File: config.mk
export PLATFORM = sky130hd
export DESIGN_NAME = mio_arbiter
export DESIGN_NICKNAME = d
export VERILOG_FILES = /design/src/rtl/mio_arbiter_pkg.sv /design/src/rtl/mio_rr_pick.sv /design/src/rtl/mio_arbiter.sv
export SDC_FILE = /design/constraint.sdc
export NUM_CORES = 1
export LEC_CHECK = 0
export BUFFER_PORTS_ARGS = -buffer_cell sky130_fd_sc_hd__buf_2
export CAP_MARGIN = 20
export CORE_ASPECT_RATIO = 0.75
export CORE_MARGIN = 1.5
export CORE_UTILIZATION = 45
export CTS_BUF_LIST = sky130_fd_sc_hd__clkbuf_4
export DETAILED_ROUTE_END_ITERATION = 10
export GPL_ROUTABILITY_DRIVEN = 0
export PLACE_DENSITY = 0.82
export SYNTH_ARGS = -nofsm -noshare
export SYNTH_HDL_FRONTEND = slang
export SYNTH_SLANG_ARGS = --single-unit
File: constraint.sdc
create_clock -name clk -period 2.1 [get_ports clk]
set_clock_uncertainty 0.2 [all_clocks]
set_input_delay 0.315 -clock clk [delete_from_list [all_inputs] [get_ports clk]]
set_output_delay 0.315 -clock clk [all_outputs]
set_load 0.01 [all_outputs]
File: src/rtl/mio_arbiter_pkg.sv
// Shared types for the two-master memory/IO port arbiter.
package mio_arbiter_pkg;

  typedef enum logic [1:0] {
    IDLE = 2'd0,
    BUSY = 2'd1,
    DONE = 2'd2
  } state_t;

  localparam logic M_CPU = 1'b0;
  localparam logic M_AUX = 1'b1;

endpackage

File: src/rtl/mio_rr_pick.sv
// Combinational two-way picker: fixed CPU priority or round-robin on ties.
module mio_rr_pick
  import mio_arbiter_pkg::*;
#(
  parameter bit CPU_PRIO = 1'b0
) (
  input  logic req0,
  input  logic req1,
  input  logic last_grant,
  output logic valid,
  output logic winner
);

  assign valid = req0 | req1;

  // On a tie the master that did not own the previous access wins unless the CPU is favoured
  always_comb begin
    winner = M_CPU;
    if (req0 && req1) begin
      winner = CPU_PRIO ? M_CPU : ~last_grant;
    end else if (req1) begin
      winner = M_AUX;
    end
  end

endmodule

File: src/rtl/mio_arbiter.sv
// Two-master arbiter and fixed-latency access sequencer for the CPU memory/IO port.
module mio_arbiter
  import mio_arbiter_pkg::*;
#(
  parameter int AW       = 32,
  parameter int DW       = 32,
  parameter int MEM_LAT  = 1,
  parameter bit CPU_PRIO = 1'b0
) (
  input  logic          clk,
  input  logic          reset,
  input  logic          m0_req,
  input  logic          m0_we,
  input  logic [AW-1:0] m0_addr,
  input  logic [DW-1:0] m0_wdata,
  output logic [DW-1:0] m0_rdata,
  output logic          m0_ready,
  input  logic          m1_req,
  input  logic          m1_we,
  input  logic [AW-1:0] m1_addr,
  input  logic [DW-1:0] m1_wdata,
  output logic [DW-1:0] m1_rdata,
  output logic          m1_ready,
  output logic [AW-1:0] mem_addr,
  output logic [DW-1:0] mem_wdata,
  output logic          mem_we,
  input  logic [DW-1:0] mem_rdata,
  output logic          grant,
  output logic          busy
);

  localparam int CW = (MEM_LAT > 1) ? $clog2(MEM_LAT) : 1;
  localparam logic [CW-1:0] CNT_LOAD = CW'(MEM_LAT - 1);

  state_t        state;
  logic [CW-1:0] cnt;
  logic          last_grant;
  logic          pick_valid;
  logic          pick_winner;

  mio_rr_pick #(
    .CPU_PRIO(CPU_PRIO)
  ) u_pick (
    .req0      (m0_req),
    .req1      (m1_req),
    .last_grant(last_grant),
    .valid     (pick_valid),
    .winner    (pick_winner)
  );

  // mem_addr/mem_wdata double as the latched request, so they stay stable for the whole access
  always_ff @(posedge clk) begin
    if (reset) begin
      state      <= IDLE;
      cnt        <= '0;
      last_grant <= M_AUX;
      grant      <= M_CPU;
      busy       <= 1'b0;
      mem_we     <= 1'b0;
      mem_addr   <= '0;
      mem_wdata  <= '0;
      m0_ready   <= 1'b0;
      m1_ready   <= 1'b0;
      m0_rdata   <= '0;
      m1_rdata   <= '0;
    end else begin
      mem_we   <= 1'b0;
      m0_ready <= 1'b0;
      m1_ready <= 1'b0;
      case (state)
        IDLE: begin
          if (pick_valid) begin
            grant      <= pick_winner;
            last_grant <= pick_winner;
            mem_addr   <= (pick_winner == M_AUX) ? m1_addr  : m0_addr;
            mem_wdata  <= (pick_winner == M_AUX) ? m1_wdata : m0_wdata;
            mem_we     <= (pick_winner == M_AUX) ? m1_we    : m0_we;
            cnt        <= CNT_LOAD;
            busy       <= 1'b1;
            state      <= BUSY;
          end
        end
        BUSY: begin
          if (cnt == '0) begin
            if (grant == M_AUX) begin
              m1_rdata <= mem_rdata;
              m1_ready <= 1'b1;
            end else begin
              m0_rdata <= mem_rdata;
              m0_ready <= 1'b1;
            end
            state <= DONE;
          end else begin
            cnt <= cnt - 1'b1;
          end
        end
        DONE: begin
          busy  <= 1'b0;
          state <= IDLE;
        end
        default: state <= IDLE;
      endcase
    end
  end

endmodule

Yosys cells after proc, flatten, opt, wreduce, memory -nomap -nowiden
Index checks and enable logic that the tools add are counted.

storage, ports and cells
  input port bits = 166
  flip-flop bits (word level) = 137

operators by class
  reductions and logical operators = 12
  equality and inequality tests = 4
  bitwise logic cells = 7
  mux-type cells = 15
  add/subtract/negate cells = 1

operator list
  kind                                                             number
  32-bit 2-to-1 mux                                                2
  1-bit 2-to-1 mux                                                 8
  2-bit AND reduction                                              4
  1-bit NOT                                                        6
  3-bit AND reduction                                              2
  3-bit OR reduction                                               2
  2-bit 2-to-1 mux                                                 2
  2-bit inequality test, second input constant                     2
  1-bit one-hot mux with 2 select lines                            2
  2-bit one-hot mux with 2 select lines                            1
  2-bit nonzero test                                               2
  2-bit by 1-bit == test with 1-bit output, second input constant  1
  2-bit == test, second input constant                             1
  2-bit zero test                                                  1
  1-bit logical AND                                                1
  1-bit OR                                                         1
  1-bit subtractor, second input constant                          1

Logic depth before layout (Yosys ltp)
Gate-level depths: netlist of run 1.

  word-level depth = 3
  depth in mapped cells = 6
  depth with buffers taken out = 3

Modules after synthesis
A second synthesis of run 1 with hierarchy kept.

second synthesis, totals
  cells, all modules = 523
  area, all modules = 5,371.4 µm²

modules (own cells, without submodules)
  module       cells an instance  area an instance (µm²)  times used
  mio_arbiter  521                5,357.6                 1
  mio_rr_pick  2                  13.8                    1

Least setup slack after synthesis of run 1
Ideal clock, no wire load.

  kind = input port to flip-flop
  start = input port m1_req
  end = register mem_addr[0]
  setup slack = 574 ps
  cell stages on the path = 6
  buffers on the path = 3
  required time = 1,811 ps
  data arrival time = 1,237 ps
  setup time = 89 ps
  cells stage by stage = or2_0 buf_2 and2_1 buf_6 buf_6 a311oi_2

on the way
  word-level cells in the longest chain between the ends = 3
  elaborated cells between the ends (all ways) = 6
  classes of those cells = 3 x mux; 1 x bitwise; 2 x reduce/logical

ends and longest elaborated chain
  what                                                          line                                  RTL
  start, declared                                               mio_arbiter.sv:18                     input logic m1_req,
  1-bit 2-to-1 mux / 1-bit logical AND (equally long branches)  mio_rr_pick.sv:21, mio_rr_pick.sv:19
  1-bit 2-to-1 mux                                              mio_rr_pick.sv:19                     if (req0 && req1) begin
  32-bit 2-to-1 mux                                             mio_arbiter.sv:75                     mem_addr <= (pick_winner == M_AUX) ? m1_addr : m0_addr;
  end signal, assigned                                          mio_arbiter.sv:75
  end, declared                                                 mio_arbiter.sv:24                     output logic [AW-1:0] mem_addr,

Several ways; a longest one is shown, not always the timed one.
A chain may end at the register's enable or synchronous reset.

Final worst setup path of run 1
  start = input port m0_req
  end = register mem_wdata[6]

on the way
  word-level cells in the longest chain between the ends = 3
  elaborated cells between the ends (all ways) = 5
  classes of those cells = 2 x mux; 1 x bitwise; 2 x reduce/logical

ends and longest elaborated chain
  what                  line               RTL
  start, declared       mio_arbiter.sv:12  input logic m0_req,
  1-bit logical AND     mio_rr_pick.sv:19
  1-bit 2-to-1 mux      mio_rr_pick.sv:19
  32-bit 2-to-1 mux     mio_arbiter.sv:76  mem_wdata <= (pick_winner == M_AUX) ? m1_wdata : m0_wdata;
  end signal, assigned  mio_arbiter.sv:76
  end, declared         mio_arbiter.sv:25  output logic [DW-1:0] mem_wdata,

Several ways; a longest one is shown, not always the timed one.

==> qor.yml, run 1 <==
start_util_pct: 46.5
layout_common_cells: "buf_2 (297), nand2_1 (259), dlygate4sd3_1 (165)"
whs_ps: 260
dpl.hpwl_mm: 11.9
reg2reg_to: "mem_wdata[6]$_SDFFE_PP0P_"
total_power_mw: 6.57
status: "completed"
period_needed_ps: 2010
p_int_mw: 4.50
ir_drop_mv: 0.642
reg2reg_depth: 4
root_buffer: "clkbuf_4"
cts.path.max_buffers: 2
syn-num-nets: 840
worst_slew_pin_slew_ps: 526
synthToLayoutAreaGrowth_pct: 61.9
vias: 7105
portBuffers: 298
hp-start: "m0_rdata[23]$_SDFFE_PP0P_"
grt_pass1_wl_mm: 36.3
clockPowerShare_pct: 30.2
cp_data_arrival_time_ps: 2220
fin_crit_sh_pct: 95.6
pwr_density_cell_mw_per_mm2: 704
ctsHtreeMaxLevel: 4
layout_commonest_cell: "buf_2"
combinationalPowerShare_pct: 25.4
vias_per_cell: 5.51
clock_latency_ps: 510
syn_area_sq_mm: 0.00577
num-nets-final: 1275
end_kind: "register"
io_pins: 299
swShare_pct: 31.6
slew_headroom_pct: 64.9
crit_path_start: "m0_req"
cp_max_fo: 66
die_w_um: 134
min_to: "m0_rdata[23]$_SDFFE_PP0P_"
fp-row-count: 35
wirelength_mm: 24.0
syn_inst: 674
cp-start-kind: "primary input"
switching_power_mw: 2.07
cts_buffers: 17
nFillCells: 774
drc: 0
cts.sinks: 136
regArea_sq_mm: 0.00272
r2r_setup_slack_ps: 270
tns_ps: 0
ys_types: 27
seqPwrFrac_pct: 44.3
cap_viol_max_count: 0
ant_nets: 0
setup_violations: 0
drive_gt1_share_pct: 36.9
antenna_found_initial: 3
dieHeight_um: 101
seq_area_frac_synth_pct: 47.2
multi_input_area_sq_mm: 0.00272
rsz0062_at_grt: "no"
hold_depth: 2
grt_overflow: 0
die_area_sq_mm: 0.0135
grt_max_degree: 70
slew_violations: 0
cp_data_required_time_ps: 2320
grt_pass1_vias: 7066
fin_util_pct: 75.3
cts_tree: "built"
hold_class: "reg2reg"
final_hold_viol_count: 0
clk_pin_slew_ps: 130
drt_iter0_drc: 553
crit_type: "in2reg"
track_usage_pct: 34.7
coreArea_sq_mm: 0.0124
fmax_ghz: 0.498
r2r_start: "last_grant$_SDFFE_PP1P_"
power.leakage_nw: 4.17
first_pass_iters: 5
place_ws_ps: 175
ys.warnings.count: 0
fin_ws_ps: 92.7
wl_per_cell_um: 18.6
ys_ff_latch: 136
syn_area_per_cell_sq_um: 8.55
==> sequential cells by signal, indices dropped and copies added (netlist names), 2 cells and up <==
name,cells
mem_addr,32
m0_rdata,32
state,2
mem_wdata,32
m1_rdata,32
==> worst max path at each step <==
stage,end,slack [ps],cells past startpoint
3_5_place_dp,mem_wdata[26]$_SDFFE_PP0P_,180,5
4_1_cts,mem_wdata[26]$_SDFFE_PP0P_,210,6
6_report,mem_wdata[6]$_SDFFE_PP0P_,90,6
3_3_place_gp,mem_wdata[9]$_SDFFE_PP0P_,250,5
2_1_floorplan,mem_addr[0]$_SDFFE_PP0P_,570,6
5_1_grt,mem_wdata[6]$_SDFFE_PP0P_,110,6
==> synthesized netlist by cell type, drive strengths merged <==
| master | count | share of area, % |
|---|---|---|
| buf | 35 | 3.9 |
| a21boi | 1 | 0.13 |
| and2 | 1 | 0.11 |
| inv | 1 | 0.065 |
| dfxtp | 136 | 47 |
| nand2 | 259 | 17 |
| clkbuf | 30 | 2.0 |
| a311oi | 64 | 16 |
| a21oi | 130 | 11 |
| mux2i | 1 | 0.17 |
| or2 | 1 | 0.11 |
| nor3b | 2 | 0.35 |
| a221o | 1 | 0.17 |
| o21ai | 1 | 0.087 |
| a21bo | 2 | 0.35 |
| nor2 | 4 | 0.39 |
| and3b | 1 | 0.15 |
| nor2b | 1 | 0.11 |
| nor3 | 1 | 0.087 |
| or3b | 1 | 0.15 |
| nand3b | 1 | 0.13 |
==> routing by layer <==
metal	wire length (um)	track usage, %	up-vias	part of all wire [%]
li1	-	-	3194	-
met1	8510	37.7	3214	35
met2	11600	60.7	548	48
met3	2170	7.89	149	9.1
met4	1690	24.4	0	7.0
met5	0	0	-	0
==> worst max-delay path: stages <==
cell	delay [ps]
dlygate4sd3_1	540
buf_2	170
or2_2	150
buf_6	430
a21oi_1	230
a311oi_2	350
==> stage by stage <==
step	cell area, sq um	std cells
global placement	7350	1091
CTS	9330	1287
global route	9340	1290
finish	9340	1290
floorplan	5770	674
detailed placement	7350	1091
==> kinds of logic (layout without fill, tap and decap cells) <==
family / count (synthesis) / in the layout / synth area share (%)
and+or+nand+nor: 272 / 272 / 18.4
AOI/OAI and AO/OA: 199 / 199 / 28.3
DFF: 136 / 136 / 47.2
buffers and inverters: 66 / 513 / 5.90
muxes: 1 / 1 / 0.174
other: 0 / 3 / 0
==> cell type report <==
type | count | area share [%]
antenna | 3 | 0.0804
clock buffer | 17 | 1.37
clock inverter | 14 | 2.12
inverter | 1 | 0.0402
multi-input combinational | 472 | 29.2
sequential | 136 | 29.2
tap | 166 | 2.22
timing repair buffer | 481 | 35.8
==> power groups by stage <==
stage                     Sequential (mW)  Combinational [mW]  Clock (mW)
after CTS                            2.90                1.57        2.01
final                                2.91                1.67        1.99
after global placement               2.95                1.31           0
after detailed placement             2.95                1.33           0
after global routing                 2.93                1.77        2.13
after floorplan                      3.04               0.720           0
==> repair_timing <==
| action | 4_1_cts | 5_1_grt |
|---|---|---|
| gates resized for setup | 0 | 1 |
| hold endpoints to repair | 130 | 0 |
| buffers inserted | 0 | 0 |
| hold buffers | 165 | 0 |
| endpoints found under the setup margin | 0 | 3 |
No activity file was read; power rests on OpenSTA's default activity.
==> run 2, diff against run 1 <==
- CAP_MARGIN: 20 -> 15
- CORE_UTILIZATION: 45 -> 47
- PLACE_DENSITY: 0.82 -> 0.85
==> run 2 against run 1 <==
  * Sequential share of layout area fell by 0.14 points
  * Routed wire length grew 10%
  * Core utilization rose by 4.3 points
  * Setup slack lost 38 ps
  * Largest power group unchanged
  * Sequential power hardly changed
==> qor.yml, run 2 (synthesis gave the netlist of run 1 again) <==
period_needed_ps: 2050  # +38.0 ps
dieHeight_um: 98.9  # -2.1%
cts_tree: "built"
io_pins: 299  # unchanged
cp_max_fo: 11  # -83%
drt_iter0_drc: 696  # +26%
whs_ps: 169  # -90.4 ps
cp-start-kind: "register"
root_buffer: "clkbuf_4"
ant_nets: 0  # unchanged
fin_ws_ps: 54.6  # -38.0 ps
cts.path.max_buffers: 2  # unchanged
fp-row-count: 34  # -2.9%
first_pass_iters: 9  # +4
dpl.hpwl_mm: 12.1  # +1.1%
clock_latency_ps: 510  # about the same
status: "completed"
hold_class: "in2reg"
final_area_sq_mm: 0.00938  # +0.50%
regArea_sq_mm: 0.00272  # unchanged
cts.sinks: 136  # unchanged
grt_max_degree: 70  # unchanged
ir_drop_mv: 0.529  # -18%
total_power_mw: 6.47  # -1.6%
nFillCells: 642  # -17%
power.leakage_nw: 4.19  # +0.50%
min_to: "grant$_SDFFE_PP0P_"
final_hold_viol_count: 0  # unchanged
drc: 0  # unchanged
hold_depth: 5  # +3
cp_data_required_time_ps: 2380  # +60 ps
start_util_pct: 48.9  # +2.4 points
reg2reg_depth: 4  # unchanged
portBuffers: 298  # unchanged
hp-start: "m0_req"
layout_commonest_cell: "buf_2"
reg2reg_to: "mem_addr[9]$_SDFFE_PP0P_"
fmax_ghz: 0.489  # -1.9%
crit_type: "reg2reg"
wl_per_cell_um: 20.5  # +10%
synthToLayoutAreaGrowth_pct: 62.7
place_ws_ps: 158  # -17.1 ps
num-nets-final: 1281  # +0.47%
pwr_density_cell_mw_per_mm2: 689  # -2.1%
clk_pin_slew_ps: 130  # about the same
r2r_setup_slack_ps: 50  # -220 ps
vias: 7546  # +6.2%
cts_buffers: 17  # unchanged
tns_ps: 0  # unchanged
layout_common_cells: "buf_2 (297), nand2_1 (259), dlygate4sd3_1 (165)"
fin_crit_sh_pct: 97.4  # +1.8 points
place_inst: 1085  # -0.55%
end_kind: "register"
grt_pass1_wl_mm: 39.4  # +8.5%
die_area_sq_mm: 0.0129  # -4.1%
stdcell_count: 1293  # +0.23%
dpl_cell_area_sq_mm: 0.00734  # -0.10%
coreArea_sq_mm: 0.0118  # -4.9%
cp_data_arrival_time_ps: 2320  # +100 ps
antenna_found_initial: 4  # +1
r2r_start: "last_grant$_SDFFE_PP1P_"
worst_slew_pin_slew_ps: 753  # +227 ps
slew_headroom_pct: 49.8  # -15 points
slew_violations: 0  # unchanged
grt_overflow: 0  # unchanged
multi_input_area_sq_mm: 0.00272  # unchanged
drive_gt1_share_pct: 37.1  # +0.21 points
fin_util_pct: 79.6  # +4.3 points
ctsHtreeMaxLevel: 4  # unchanged
setup_violations: 0  # unchanged
track_usage_pct: 40.3  # +5.6 points
vias_per_cell: 5.84  # +6.0%
die_w_um: 131  # -2.1%
cap_viol_max_count: 0  # unchanged
wirelength_mm: 26.5  # +10%
grt_pass1_vias: 7416  # +5.0%
-- run 2: repair_timing --
item / 4_1_cts / 5_1_grt
resized for setup: 0 / 1
hold buffers: 165 / 0
setup buffers: 0 / 6
hold endpoints to repair: 133 / 0
endpoints found under the setup margin: 0 / 2
-- run 2: cell type report --
cell class              instances  share of cell area, %
flip-flops and latches        136                   29.0
clock inverters                14                   1.59
diodes                          3                 0.0800
multi-input cells             472                   29.0
repair buffers                487                   36.7
well taps                     162                   2.16
clock buffers                  18                   1.44
inverters                       1                 0.0400
-- run 2: worst max path at each step --
stage	start	to	slack [ps]	cells past startpoint
after global routing	state[1]$_SDFFE_PP0P_	mem_addr[11]$_SDFFE_PP0P_	-110	5
after global placement	m0_req	mem_wdata[20]$_SDFFE_PP0P_	250	5
after floorplan	m1_req	mem_addr[0]$_SDFFE_PP0P_	570	6
final	last_grant$_SDFFE_PP1P_	mem_addr[9]$_SDFFE_PP0P_	50	4
after CTS	state[1]$_SDFFE_PP0P_	mem_addr[9]$_SDFFE_PP0P_	10	5
after detailed placement	m0_req	mem_wdata[26]$_SDFFE_PP0P_	160	5
-- run 2: power breakdown --
group          switching (mW)  internal, mW
clock network            1.04         0.727
registers               0.140          2.79
logic                   0.965         0.805
-- run 2: worst max-delay path, stage by stage (launching register included) --
cell	delay (ps)
dfxtp_1	460
a21bo_2	370
nand2_1	160
a311oi_2	260
dlygate4sd3_1	570
-- run 2: per-layer routing --
metal,GRT usage [%],part of all wire (%)
met5,0.784,0.049
met4,30.8,8.5
met3,19.4,12
met2,64.0,47
met1,40.9,33
==> run 3, diff against run 2 <==
--- a/config.mk
+++ b/config.mk
@@ -11,7 +11,6 @@
 export CORE_MARGIN = 1.5
-export CORE_UTILIZATION = 47
-export CTS_BUF_LIST = sky130_fd_sc_hd__clkbuf_4
+export CORE_UTILIZATION = 45
 export DETAILED_ROUTE_END_ITERATION = 10
 export GPL_ROUTABILITY_DRIVEN = 0
-export PLACE_DENSITY = 0.85
+export PLACE_DENSITY = 0.82
 export SYNTH_ARGS = -nofsm -noshare
==> constraint.sdc (replaced) <==
create_clock -name clk -period 2.1 [get_ports clk]
set_clock_uncertainty 0.2 [all_clocks]
set_input_delay 0.42 -clock clk [delete_from_list [all_inputs] [get_ports clk]]
set_output_delay 0.42 -clock clk [all_outputs]
set_load 0.01 [all_outputs]
==> run 3 against run 2 <==
  * Clock power rose by 73%
  * Largest cell class is now sequential cells
  * Combinational power fell by 24%
  * First-iteration DRC count fell by 60%
  * Setup slack improved by 370 ps
  * Flip-flop and latch count did not move
  * Highest routed layer is now met4
==> qor.yml, run 3 (synthesis gave the netlist of run 1 again) <==
antenna_found_initial: 0  # -4
fin_crit_sh_pct: 79.7  # -18 points
worst_slew_pin_slew_ps: 520  # -233 ps
vias_per_cell: 5.22  # -10%
min_to: "m0_rdata[12]$_SDFFE_PP0P_"
reg2reg_to: "mem_wdata[11]$_SDFFE_PP0P_"
cts_setup_buffers: 0  # unchanged
wl_per_cell_um: 15.3  # -25%
place_ws_ps: 245  # +86.7 ps
cts_buffers: 17  # unchanged
fp-row-count: 35  # +2.9%
root_buffer: "clkbuf_16"
r2r_start: "state[1]$_SDFFE_PP0P_"
die_w_um: 134  # +2.1%
clock_latency_ps: 400  # -110 ps
portBuffers: 298  # unchanged
cts.sinks: 136  # unchanged
cap_viol_max_count: 0  # unchanged
grt_pass1_vias: 5438  # -27%
dpl.hpwl_mm: 11.9  # -1.5%
slew_headroom_pct: 65.4  # +16 points
end_kind: "register"
post_cts_resized: 0  # unchanged
hold_class: "in2reg"
dieHeight_um: 101  # +2.1%
status: "completed"
ctsHoldBuffers: 0  # -100%
layout_common_cells: "buf_2 (297), nand2_1 (259), dfxtp_1 (136)"
cts.path.max_buffers: 2  # unchanged
drive_gt1_share_pct: 43.2  # +6.1 points
dpl_cell_area_sq_mm: 0.00738  # +0.51%
synthToLayoutAreaGrowth_pct: 38.6
setup_violations: 0  # unchanged
hold_depth: 3  # -2
num-nets-final: 1109  # -13%
cp_data_arrival_time_ps: 1740  # -580 ps
wirelength_mm: 17.2  # -35%
track_usage_pct: 25.1  # -15 points
crit_slowest_cell: "dfxtp_1"
max_stage_delay_ps: 400  # -170 ps
ctsHtreeMaxLevel: 4  # unchanged
nFillCells: 1076  # +68%
vias: 5862  # -22%
r2r_setup_slack_ps: 430  # +370 ps
layout_commonest_cell: "buf_2"
pwr_density_cell_mw_per_mm2: 914  # +33%
period_needed_ps: 1670  # -372 ps
start_util_pct: 46.5  # -2.4 points
coreArea_sq_mm: 0.0124  # +5.2%
hp-start: "mem_rdata[12]"
clk_pin_slew_ps: 60  # -70 ps
drt_iter0_drc: 281  # -60%
cp_max_fo: 36  # +25
ant_nets: 0  # unchanged
tns_ps: 0  # unchanged
crit_type: "reg2reg"
grt_max_degree: 51  # -27%
reg2reg_depth: 4  # unchanged
antenna_cells: 0  # -3
fin_util_pct: 64.5  # -15 points
cts_tree: "built"
path_cells: "nor2_4 > and2_4 > buf_12 > a311oi_2"
cp-start-kind: "register"
grt_overflow: 0  # unchanged
path_delay_family: "simple AND/OR/NAND/NOR gates"
whs_ps: 57.8  # -111 ps
first_pass_iters: 5  # -4
rsz0062_at_grt: "no"
final_area_sq_mm: 0.00799  # -15%
fin_ws_ps: 426  # +372 ps
ir_drop_mv: 0.490  # -7.4%
path_buf_inv: 1  # unchanged
cp_data_required_time_ps: 2170  # -210 ps
io_pins: 299  # unchanged
slew_violations: 0  # unchanged
die_area_sq_mm: 0.0135  # +4.3%
power.leakage_nw: 3.61  # -14%
drc: 0  # unchanged
fmax_ghz: 0.597  # +22%
final_hold_viol_count: 0  # unchanged
grt_pass1_wl_mm: 26.9  # -32%
==> run 3: cell count changes in the layout (fill, tap and decap cells not counted), sizes merged, moves of 2 or more <==
cell         delta
buf             -5
clkinvlp        -2
diode           -3
dlygate4sd3   -165
==> run 3: per-stage QoR <==
step	power, mW	std cells
2_1_floorplan	3.76	674
3_3_place_gp	4.27	1090
3_5_place_dp	4.30	1090
4_1_cts	7.38	1122
5_1_grt	7.63	1122
6_report	7.31	1122
==> run 3: how the worst max path moves through the flow <==
stage / start / end / slack, ps / cells after the start
after floorplan: m1_req / mem_addr[0]$_SDFFE_PP0P_ / 470 / 6
after global placement: m0_req / mem_addr[31]$_SDFFE_PP0P_ / 280 / 5
after detailed placement: m0_req / mem_addr[31]$_SDFFE_PP0P_ / 240 / 5
after CTS: state[1]$_SDFFE_PP0P_ / mem_wdata[11]$_SDFFE_PP0P_ / 420 / 4
after global routing: state[1]$_SDFFE_PP0P_ / mem_wdata[11]$_SDFFE_PP0P_ / 370 / 4
final: state[1]$_SDFFE_PP0P_ / mem_wdata[11]$_SDFFE_PP0P_ / 430 / 4
==> run 3: layout make-up <==
| cell class | count | area [sq um] | share of cell area [%] |
|---|---|---|---|
| timing repair buffer | 315 | 1720 | 21.5 |
| clock inverter | 13 | 170 | 2.13 |
| multi-input combinational | 472 | 2720 | 34.1 |
| inverter | 1 | 3.75 | 0.0470 |
| tap | 166 | 208 | 2.60 |
| sequential | 136 | 2720 | 34.1 |
| clock buffer | 19 | 443 | 5.54 |
==> run 3: report_power, final <==
part / switching, mW / internal (mW)
sequential: 0.111 / 2.79
combinational: 0.768 / 0.572
clock: 1.15 / 1.92
==> run 3: worst reg2reg max path, cell delays in order, from the launching register on <==
cell	delay (ps)
dfxtp_1	400
nor2_4	190
and2_4	300
buf_12	280
a311oi_2	170
==> run 3: layer usage <==
layer | global-route usage (%) | vias to the layer above | wire [um]
li1 | - | 2864 | -
met2 | 41.4 | 245 | 8240
met3 | 6.94 | 38 | 1170
met4 | 9.03 | 0 | 421
met1 | 31.8 | 2715 | 7360
met5 | 0 | - | 0
